`config.mk`:
```
export PLATFORM = sky130hd
export DESIGN_NAME = aes_key_sched_ctrl
export DESIGN_NICKNAME = d
export VERILOG_FILES = /design/src/rtl/aes_key_sched_ctrl_pkg.sv /design/src/rtl/aes_key_expand_128.sv /design/src/rtl/aes_key_sched_ctrl.sv
export SDC_FILE = /design/constraint.sdc
export NUM_CORES = 2
export LEC_CHECK = 0
export BUFFER_PORTS_ARGS = -buffer_cell sky130_fd_sc_hd__buf_2
export CORE_UTILIZATION = 68
export CTS_BUF_LIST = sky130_fd_sc_hd__clkbuf_4
export DETAILED_ROUTE_END_ITERATION = 8
export PLACE_DENSITY = 0.86
export SYNTH_ARGS = -nofsm -noshare
export SYNTH_HDL_FRONTEND = slang
export SYNTH_HIERARCHICAL = 1
export SYNTH_SLANG_ARGS = --single-unit
```
`constraint.sdc`:
```
create_clock -name clk -period 42 [get_ports clk]
set_clock_uncertainty 0.15 [all_clocks]
set_input_delay 6.3 -clock clk [delete_from_list [all_inputs] [get_ports clk]]
set_output_delay 6.3 -clock clk [all_outputs]
set_load 0.02 [all_outputs]
```
`src/rtl/aes_key_sched_ctrl_pkg.sv`:
```
// Shared AES-128 types and GF(2^8) helpers for the key-schedule block.
package aes_key_sched_ctrl_pkg;

  localparam int unsigned AES128_NR = 10;

  typedef logic [127:0] round_key_t;
  typedef logic [31:0]  word_t;

  typedef enum logic [0:0] {StIdle, StExp} ks_state_e;

  // Multiply by x in GF(2^8) modulo x^8+x^4+x^3+x+1.
  function automatic logic [7:0] xtime(input logic [7:0] a);
    return {a[6:0], 1'b0} ^ (a[7] ? 8'h1b : 8'h00);
  endfunction

  function automatic logic [7:0] gf_mul(input logic [7:0] a, input logic [7:0] b);
    logic [7:0] p;
    logic [7:0] aa;
    logic [7:0] bb;
    p  = 8'h00;
    aa = a;
    bb = b;
    for (int i = 0; i < 8; i++) begin
      if (bb[0]) p = p ^ aa;
      aa = xtime(aa);
      bb = bb >> 1;
    end
    return p;
  endfunction

  // S-box computed as multiplicative inverse (x^254, maps 0 to 0) plus affine map.
  function automatic logic [7:0] aes_sbox(input logic [7:0] x);
    logic [7:0] r;
    logic [7:0] p;
    r = 8'h01;
    p = x;
    for (int i = 1; i < 8; i++) begin
      p = gf_mul(p, p);
      r = gf_mul(r, p);
    end
    return r ^ {r[6:0], r[7]} ^ {r[5:0], r[7:6]} ^ {r[4:0], r[7:5]} ^ {r[3:0], r[7:4]} ^ 8'h63;
  endfunction

  function automatic word_t sub_word(input word_t w);
    return {aes_sbox(w[31:24]), aes_sbox(w[23:16]), aes_sbox(w[15:8]), aes_sbox(w[7:0])};
  endfunction

endpackage

```
`src/rtl/aes_key_expand_128.sv`:
```
// AES-128 key expander: loads the cipher key on kld, then produces one round key per cycle.
module aes_key_expand_128
  import aes_key_sched_ctrl_pkg::*;
(
  input  logic       clk,
  input  logic       rst,
  input  logic       kld,
  input  round_key_t key,
  output word_t      wo_0,
  output word_t      wo_1,
  output word_t      wo_2,
  output word_t      wo_3
);

  word_t      w0_q, w1_q, w2_q, w3_q;
  word_t      w0_d, w1_d, w2_d, w3_d;
  word_t      temp;
  logic [7:0] rcon_q;

  // Next round key from the current one; rcon_q tracks the round being generated.
  always_comb begin
    temp = sub_word({w3_q[23:0], w3_q[31:24]}) ^ {rcon_q, 24'h0};
    w0_d = w0_q ^ temp;
    w1_d = w1_q ^ w0_d;
    w2_d = w2_q ^ w1_d;
    w3_d = w3_q ^ w2_d;
  end

  // Word registers: load the key, otherwise free-run through the schedule.
  always_ff @(posedge clk or negedge rst) begin
    if (!rst) begin
      w0_q   <= '0;
      w1_q   <= '0;
      w2_q   <= '0;
      w3_q   <= '0;
      rcon_q <= 8'h00;
    end else if (kld) begin
      w0_q   <= key[127:96];
      w1_q   <= key[95:64];
      w2_q   <= key[63:32];
      w3_q   <= key[31:0];
      rcon_q <= 8'h01;
    end else begin
      w0_q   <= w0_d;
      w1_q   <= w1_d;
      w2_q   <= w2_d;
      w3_q   <= w3_d;
      rcon_q <= xtime(rcon_q);
    end
  end

  assign wo_0 = w0_q;
  assign wo_1 = w1_q;
  assign wo_2 = w2_q;
  assign wo_3 = w3_q;

endmodule

```
`src/rtl/aes_key_sched_ctrl.sv`:
```
// Key-schedule sequencer: loads the expander, captures NR+1 round keys, serves random reads.
module aes_key_sched_ctrl
  import aes_key_sched_ctrl_pkg::*;
#(
  parameter int unsigned NR = AES128_NR,
  parameter int unsigned AW = 4
) (
  input  logic          clk,
  input  logic          rst,
  input  logic          key_vld,
  output logic          key_rdy,
  input  logic [127:0]  key_in,
  input  logic          clr,
  output logic          busy,
  output logic          ks_valid,
  output logic          done,
  input  logic          rd_en,
  input  logic [AW-1:0] rd_addr,
  output logic          rd_vld,
  output logic [127:0]  rd_key,
  output logic          rd_err
);

  localparam logic [AW-1:0] LastCnt = AW'(NR);

  ks_state_e     state_q;
  logic [AW-1:0] cnt_q;
  logic          ks_valid_q;
  logic          done_q;
  logic          load;
  logic          rd_ok;
  round_key_t    exp_key;
  round_key_t    store_q [NR+1];
  logic          rd_vld_q;
  logic          rd_err_q;
  round_key_t    rd_key_q;
  word_t         wo_0, wo_1, wo_2, wo_3;

  aes_key_expand_128 u_expand (
    .clk  (clk),
    .rst  (rst),
    .kld  (load),
    .key  (key_in),
    .wo_0 (wo_0),
    .wo_1 (wo_1),
    .wo_2 (wo_2),
    .wo_3 (wo_3)
  );

  assign exp_key = {wo_0, wo_1, wo_2, wo_3};
  assign key_rdy = (state_q == StIdle);
  assign busy    = (state_q == StExp);
  assign load    = key_vld && key_rdy;
  // Reads are only honoured against a complete, stable schedule.
  assign rd_ok   = ks_valid_q && (state_q == StIdle) && (rd_addr <= LastCnt);

  // Sequencer FSM: handshake, NR+1 capture cycles, then completion pulse.
  always_ff @(posedge clk or negedge rst) begin
    if (!rst) begin
      state_q    <= StIdle;
      cnt_q      <= '0;
      ks_valid_q <= 1'b0;
      done_q     <= 1'b0;
    end else begin
      done_q <= 1'b0;
      unique case (state_q)
        StIdle: begin
          // A handshake takes priority over clr; both invalidate the store.
          if (load) begin
            state_q    <= StExp;
            cnt_q      <= '0;
            ks_valid_q <= 1'b0;
          end else if (clr) begin
            ks_valid_q <= 1'b0;
          end
        end
        StExp: begin
          if (cnt_q == LastCnt) begin
            state_q    <= StIdle;
            cnt_q      <= '0;
            ks_valid_q <= 1'b1;
            done_q     <= 1'b1;
          end else if (cnt_q > LastCnt) begin
            state_q <= StIdle;
            cnt_q   <= '0;
          end else begin
            cnt_q <= cnt_q + 1'b1;
          end
        end
        default: begin
          state_q <= StIdle;
          cnt_q   <= '0;
        end
      endcase
    end
  end

  // Key store capture; contents are hidden behind ks_valid so no reset is needed.
  always_ff @(posedge clk) begin
    if ((state_q == StExp) && (cnt_q <= LastCnt)) begin
      store_q[cnt_q] <= exp_key;
    end
  end

  // Registered read port: one-cycle latency, zero data on error.
  always_ff @(posedge clk or negedge rst) begin
    if (!rst) begin
      rd_vld_q <= 1'b0;
      rd_err_q <= 1'b0;
      rd_key_q <= '0;
    end else begin
      rd_vld_q <= rd_en;
      if (rd_en) begin
        if (rd_ok) begin
          rd_key_q <= store_q[rd_addr];
          rd_err_q <= 1'b0;
        end else begin
          rd_key_q <= '0;
          rd_err_q <= 1'b1;
        end
      end else begin
        rd_err_q <= 1'b0;
      end
    end
  end

  assign ks_valid = ks_valid_q;
  assign done     = done_q;
  assign rd_vld   = rd_vld_q;
  assign rd_err   = rd_err_q;
  assign rd_key   = rd_key_q;

endmodule

```
## Word level (Yosys, flattened, before mapping)

Memory sizes are Yosys's and may differ from the RTL's.
Index checks and enable logic that the tools add are counted.

- Add/subtract/negate cells: 1
- $lt $le $gt $ge: 3
- Equality and inequality tests: 4
- Mux-type cells: 837
- Bitwise operators: 783
- Reduce and logical (&&, ||, !) cells: 5

Operators by type and width:

| cell | number |
|---|---|
| 8-bit bitwise XOR | 740 |
| 8-bit two-way mux | 421 |
| 5-bit two-way mux | 369 |
| 32-bit bitwise XOR | 5 |
| 128-bit two-way mux | 1 |
| 32-bit two-way mux | 4 |
| 8-bit by 5-bit bitwise XOR with 8-bit output | 5 |
| 4-bit two-way mux | 7 |
| 7-bit two-way mux | 4 |
| 1-bit NOT (first input constant) | 28 |
| 6-bit two-way mux | 4 |
| 1-bit two-way mux | 16 |
| 4-bit NOT | 4 |
| 3-bit two-way mux | 4 |
| 4-bit <= comparator (second input constant) | 2 |
| 2-bit two-way mux | 4 |
| 4-bit one-hot mux with 2 select lines | 1 |
| 4-bit by 1-bit adder with 4-bit output (second input constant) | 1 |
| 4-bit == test (second input constant) | 1 |
| 4-bit greater-than comparator (second input constant) | 1 |
| 1-bit logical AND | 4 |
| 2-bit by 1-bit inequality test with 1-bit output (second input constant) | 2 |
| 1-bit one-hot mux with 2 select lines | 2 |
| 3-bit by 1-bit inequality test with 1-bit output (second input constant) | 1 |
| other kinds (2) | 2 |

- Bits in registers: 273
- Bits in writable memories: 1,408
- Output and inout bits: 134
- Memories: 1

Memory list:

| memory | depth | bits a word | read ports | clocked after memory_dff | wr ports | line | RTL |
|---|---|---|---|---|---|---|---|
| store_q | 11 | 128 | 1 | 0 | 1 | aes_key_sched_ctrl.sv:33 | `round_key_t store_q [NR+1];` |

## Depth between registers and ports, before layout

- Depth after elaboration: 138
- Depth in mapped cells: 68

## Hierarchy

Netlist, hierarchy kept.

Modules (own cells, without submodules):

| module | times used | cells an instance | area an instance (µm²) | sequential area each (µm²) |
|---|---|---|---|---|
| aes_key_expand_128 | 1 | 8,421 | 63,617.3 | 3,403.3 |
| aes_key_sched_ctrl | 1 | 3,207 | 59,070.4 | 45,708.8 |

## Least setup slack after synthesis

No wires, ideal clock.

- Path kind: register to register
- Start: register u_expand.w3_q[15], in the netlist u_expand/wo_3[15]
- End: register u_expand.w3_q[22], in the netlist u_expand/wo_3[22]
- Data arrival time: 15,792 ps
- Data required time: 41,715 ps
- Slack: 25,924 ps
- Stages on the path, launching flop included: 63
- Buffers on the path: 10
- Cell sequence: dfrtp_1 clkbuf_1 clkbuf_1 nand2_1 xor2_1 inv_2 buf_1 clkbuf_1 ha_1 clkbuf_1 inv_1 nor2_1 a21oi_1 xnor2_1 and3_1 o211ai_1 and2_1 clkbuf_1 [27 not listed] xnor2_2 nor2_1 xnor3_1 xnor3_1 xnor3_1 buf_2 xor3_1 xnor2_1 mux2_2 o22ai_1 xnor3_1 xnor2_1 xnor2_1 xnor3_1 xor2_1 xor2_1 xnor2_1 o21ai_0

- Cells in the longest elaborated chain, start to end: 135
- Elaborated cells on any way between the ends: 392

Ends and longest elaborated chain:

| item | line | RTL |
|---|---|---|
| start: declaration | aes_key_expand_128.sv:15 | `word_t w0_q, w1_q, w2_q, w3_q;` |
| start signal: assignment | aes_key_expand_128.sv:41 | `w3_q <= key[31:0];` |
| start signal: assignment | aes_key_expand_128.sv:47 | `w3_q <= w3_d;` |
| 5-bit two-way mux | aes_key_sched_ctrl_pkg.sv:13 | `return {a[6:0], 1'b0} ^ (a[7] ? 8'h1b : 8'h00);` |
| 8-bit bitwise XOR | aes_key_sched_ctrl_pkg.sv:13 |  |
| 8-bit bitwise XOR | aes_key_sched_ctrl_pkg.sv:24 | `if (bb[0]) p = p ^ aa;` |
| 8-bit two-way mux | aes_key_sched_ctrl_pkg.sv:24 |  |
| 8-bit bitwise XOR | aes_key_sched_ctrl_pkg.sv:24 |  |
| 8-bit two-way mux | aes_key_sched_ctrl_pkg.sv:24 |  |
| 8-bit bitwise XOR | aes_key_sched_ctrl_pkg.sv:24 |  |
| 8-bit two-way mux | aes_key_sched_ctrl_pkg.sv:24 |  |
| [119 not listed] | -- |  |
| 8-bit bitwise XOR * | aes_key_sched_ctrl_pkg.sv:41 | `return r ^ {r[6:0], r[7]} ^ {r[5:0], r[7:6]} ^ {r[4:0], r[7:5]} ^ {r[3:0], r[7:4]} ^ 8'h63;` |
| 4-bit NOT (no source line) * | -- |  |
| 32-bit bitwise XOR * | aes_key_expand_128.sv:22 | `temp = sub_word({w3_q[23:0], w3_q[31:24]}) ^ {rcon_q, 24'h0};` |
| 32-bit bitwise XOR * | aes_key_expand_128.sv:23 | `w0_d = w0_q ^ temp;` |
| 32-bit bitwise XOR * | aes_key_expand_128.sv:24 | `w1_d = w1_q ^ w0_d;` |
| 32-bit bitwise XOR * | aes_key_expand_128.sv:25 | `w2_d = w2_q ^ w1_d;` |
| 32-bit bitwise XOR * | aes_key_expand_128.sv:26 | `w3_d = w3_q ^ w2_d;` |
| 32-bit two-way mux * | aes_key_expand_128.sv:37 | `end else if (kld) begin` |

Mark *: on every way between the ends. The rest lies on a longest branch, timed or not.
A chain may end at the register's enable or synchronous reset.

## Worst setup path in the final report

- Start: register u_expand.w3_q[16], in the netlist u_expand/wo_3[16]
- End: register u_expand.w2_q[28], in the netlist u_expand/wo_2[28]

- Cells in the longest elaborated chain, start to end: 133
- Elaborated cells on any way between the ends: 387

Ends and longest elaborated chain:

| item | line | RTL |
|---|---|---|
| 8-bit two-way mux | aes_key_sched_ctrl_pkg.sv:24 |  |
| 8-bit bitwise XOR | aes_key_sched_ctrl_pkg.sv:24 |  |
| 8-bit two-way mux | aes_key_sched_ctrl_pkg.sv:24 |  |
| 8-bit bitwise XOR | aes_key_sched_ctrl_pkg.sv:24 |  |
| 8-bit two-way mux | aes_key_sched_ctrl_pkg.sv:24 |  |
| 8-bit bitwise XOR | aes_key_sched_ctrl_pkg.sv:24 |  |
| 8-bit two-way mux | aes_key_sched_ctrl_pkg.sv:24 |  |
| 8-bit bitwise XOR | aes_key_sched_ctrl_pkg.sv:24 |  |
| [115 not listed] | -- |  |
| 8-bit two-way mux * | aes_key_sched_ctrl_pkg.sv:24 |  |
| 8-bit bitwise XOR (3 in series) | aes_key_sched_ctrl_pkg.sv:41 |  |
| 8-bit bitwise XOR * | aes_key_sched_ctrl_pkg.sv:41 |  |
| 32-bit bitwise XOR * | aes_key_expand_128.sv:22 |  |
| 32-bit bitwise XOR * | aes_key_expand_128.sv:23 |  |
| 32-bit bitwise XOR * | aes_key_expand_128.sv:24 |  |
| 32-bit bitwise XOR * | aes_key_expand_128.sv:25 |  |
| 32-bit two-way mux * | aes_key_expand_128.sv:37 |  |
| end signal: assignment | aes_key_expand_128.sv:40 | `w2_q <= key[63:32];` |
| end signal: assignment | aes_key_expand_128.sv:46 | `w2_q <= w2_d;` |
| end: declaration | aes_key_expand_128.sv:15 |  |

Marked as above.

==> reports/metrics.cfg <==
[setup_path]
critPathMaxStageDelay_ns=0.91
cp_top_family=XOR/XNOR gates
reg2reg_to=u_expand/wo_2[28]
rrSetupSlack_ns=20.63
critical_path_class=reg -> reg
start_kind=flip-flop
rr_startpoint=u_expand/wo_3[16]
crit_buf_inv=7
cp-end-kind=flip-flop
critPathArrivalTime_ns=22.42
rr_worst_depth=52
cpMaxStageDelayCell=xnor2_1
crit_required_ns=43.05
crit_top_cell=xnor2_1
crit_fanout=26

[yosys]
synthXorXnorAreaFrac_pct=24.17
syn-cell-area_mm2=0.1227
ys_ff_latch=1681
synthArstFlopShare_pct=16.24
netlist_instances=11630
synth_area_leaders=edfxtp_1, xnor2_1, mux2i_1, xnor3_1, dfrtp_1
post-synth-top-count-cell=xnor2_1
synthAdderAreaFrac_pct=0.2672
synth_top_family_by_area=XOR/XNOR gates
synth_compound_area_share_pct=12.26
syn_avg_cell_area_um2=10.55
ys.flop_type=edfxtp_1
synthesis.nets=11790
ys_seq_area_share_pct=40.03
synth_edf_count=1408
synth_cell_types=112
muxShareOfSynthArea_pct=9.296
synth_top_area_share_pct=34.46
yosysTopAreaCell=edfxtp_1
synthSimpleGateAreaFrac_pct=10.91
synth_warnings=6
yosys-top-cells-count=xnor2_1, edfxtp_1, nor2_1

[clocking]
post_cts_resize_count=0
clkTransAtPathRegs_ns=0.08
ctsHtreeMaxLevel=5
root_buffer=clkbuf_4
post_cts_buffers=0
clockBufferDepth=4
clock-sinks=1681
numCtsBuffers=394
cts_tree=built
holdBufCountCts=0
clk_latency_ns=1.45

[timing]
min_period_ns=21.37
tns_ns=0
relSlewSlack_pct=5.120
final.period_utilization_pct=50.89
grt_setup_unrepaired=false
worstMarginPinSlew_ns=1.413
hold_viol_final=0
whs_ns=0.3532
fmax_mhz=46.78
layout_setup_ws_ns=20.63
drv_slew=0
setup-violations-final=0

[finish]
syn2layout_area_growth_pct=7.382
drive_gt1_share_pct=12.68
final_net_count=12010

[detailed_routing]
ant_nets=0
via_count=98810
vias_per_cell=6.793
wirelength_um=388800
drt_iter0_markers=13680
drtPass1Iterations=9
drcViolationCount=15
wl_per_cell_um=26.73

[grt]
grt_max_degree=115
grt_pass1_wl_um=575700
grt_pass1_vias=94660
antenna_found_initial=25
grt_use_total_pct=41.54
grt-ovfl-total=0

[run]
drv_cap=0

[placed_design]
pre_cts_slack_ns=21.59
gp_congestion=1.018
hpwl_um=249400
portBuffers=270

[die]
initial_core_util_pct=68.61
io_pins=271
core_area_mm2=0.1788
num_rows=155
die_h_um=426.8
die_x_um=426.8
dieArea_mm2=0.1821

[hold_path]
min_delay_path_depth=1
min-delay-path-class=reg -> reg
hp-start=rd_key[83]
holdPathEnd=rd_key[83]

[status]
violations=DRC
status=finished, violations left

[flip-flops by register name, summed over array words and instances (netlist names), 4 cells and up]
| signal | count |
|---|---|
| cnt_q | 4 |
| u_expand/wo_3 | 32 |
| u_expand/rcon_q | 8 |
| u_expand/wo_1 | 32 |
| u_expand/wo_0 | 32 |
| store_q | 1408 |
| u_expand/wo_2 | 32 |
| rd_key | 128 |
[layout by cell type (no fill, tap or decap), types with 377 or more instances in the layout]
master and instances:
a21oi_1 589, clkbuf_4 562, edfxtp_1 1408, mux2i_1 875, nand2_1 1000, nor2_1 1095
o21ai_0 421, o22ai_1 403, xnor2_1 1555, xnor3_1 377, xor2_1 444
[metal layers]
| metal | vias up | GRT usage, % | share of wire (%) |
|---|---|---|---|
| met5 | - | 0 | 0.012 |
| met4 | 8 | 26.77 | 7.0 |
| met3 | 1390 | 8.964 | 12 |
| met2 | 7021 | 64.33 | 45 |
| met1 | 47490 | 52.99 | 36 |
| li1 | 42900 | - | - |
[worst max path at each step]
stage	startpoint	end	slack [ns]	cells past startpoint
2_1_floorplan	u_expand/wo_3[15]	u_expand/wo_3[22]	25.92	62
3_5_place_dp	u_expand/wo_3[16]	u_expand/wo_3[31]	21.59	52
3_3_place_gp	u_expand/wo_3[16]	u_expand/wo_3[31]	21.60	52
4_1_cts	u_expand/wo_3[16]	u_expand/wo_2[28]	21.40	52
6_report	u_expand/wo_3[16]	u_expand/wo_2[28]	20.63	52
5_1_grt	u_expand/wo_3[16]	u_expand/wo_3[31]	19.81	52
[metrics by stage]
stage / instances / utilization [%] / area [um2]
5_1_grt: 14540 / 73.67 / 131700
2_1_floorplan: 11630 / - / 122700
3_5_place_dp: 13810 / 70.78 / 126600
3_3_place_gp: 13810 / 70.78 / 126600
4_1_cts: 14520 / 73.65 / 131700
6_report: 14550 / 73.68 / 131700
[area by class of cell]
| class | instances | area [um2] |
|---|---|---|
| diodes | 24 | 60.06 |
| flip-flops and latches | 1681 | 49110 |
| multi-input cells | 9071 | 70210 |
| inverters | 102 | 390.4 |
| clock inverters | 148 | 900.9 |
| well taps | 2355 | 2947 |
| fillers | 12150 | 47060 |
| repair buffers | 602 | 3909 |
| clock buffers | 562 | 4219 |
[cells by family (layout without fill, tap and decap cells)]
kind of cell / Yosys count / in the layout
and+or+nand+nor: 3044 / 3044
xor gates and xnor gates: 2572 / 2572
AOI/OAI and AO/OA: 2319 / 2319
DFF: 1681 / 1681
muxes: 1109 / 1109
buffers and inverters: 876 / 1414
adders and majority gates: 27 / 27
other: 0 / 24
Power is left out: the tool's default activity adds up to more than one toggle a clock period on the data nets, which glitch-free logic cannot reach.
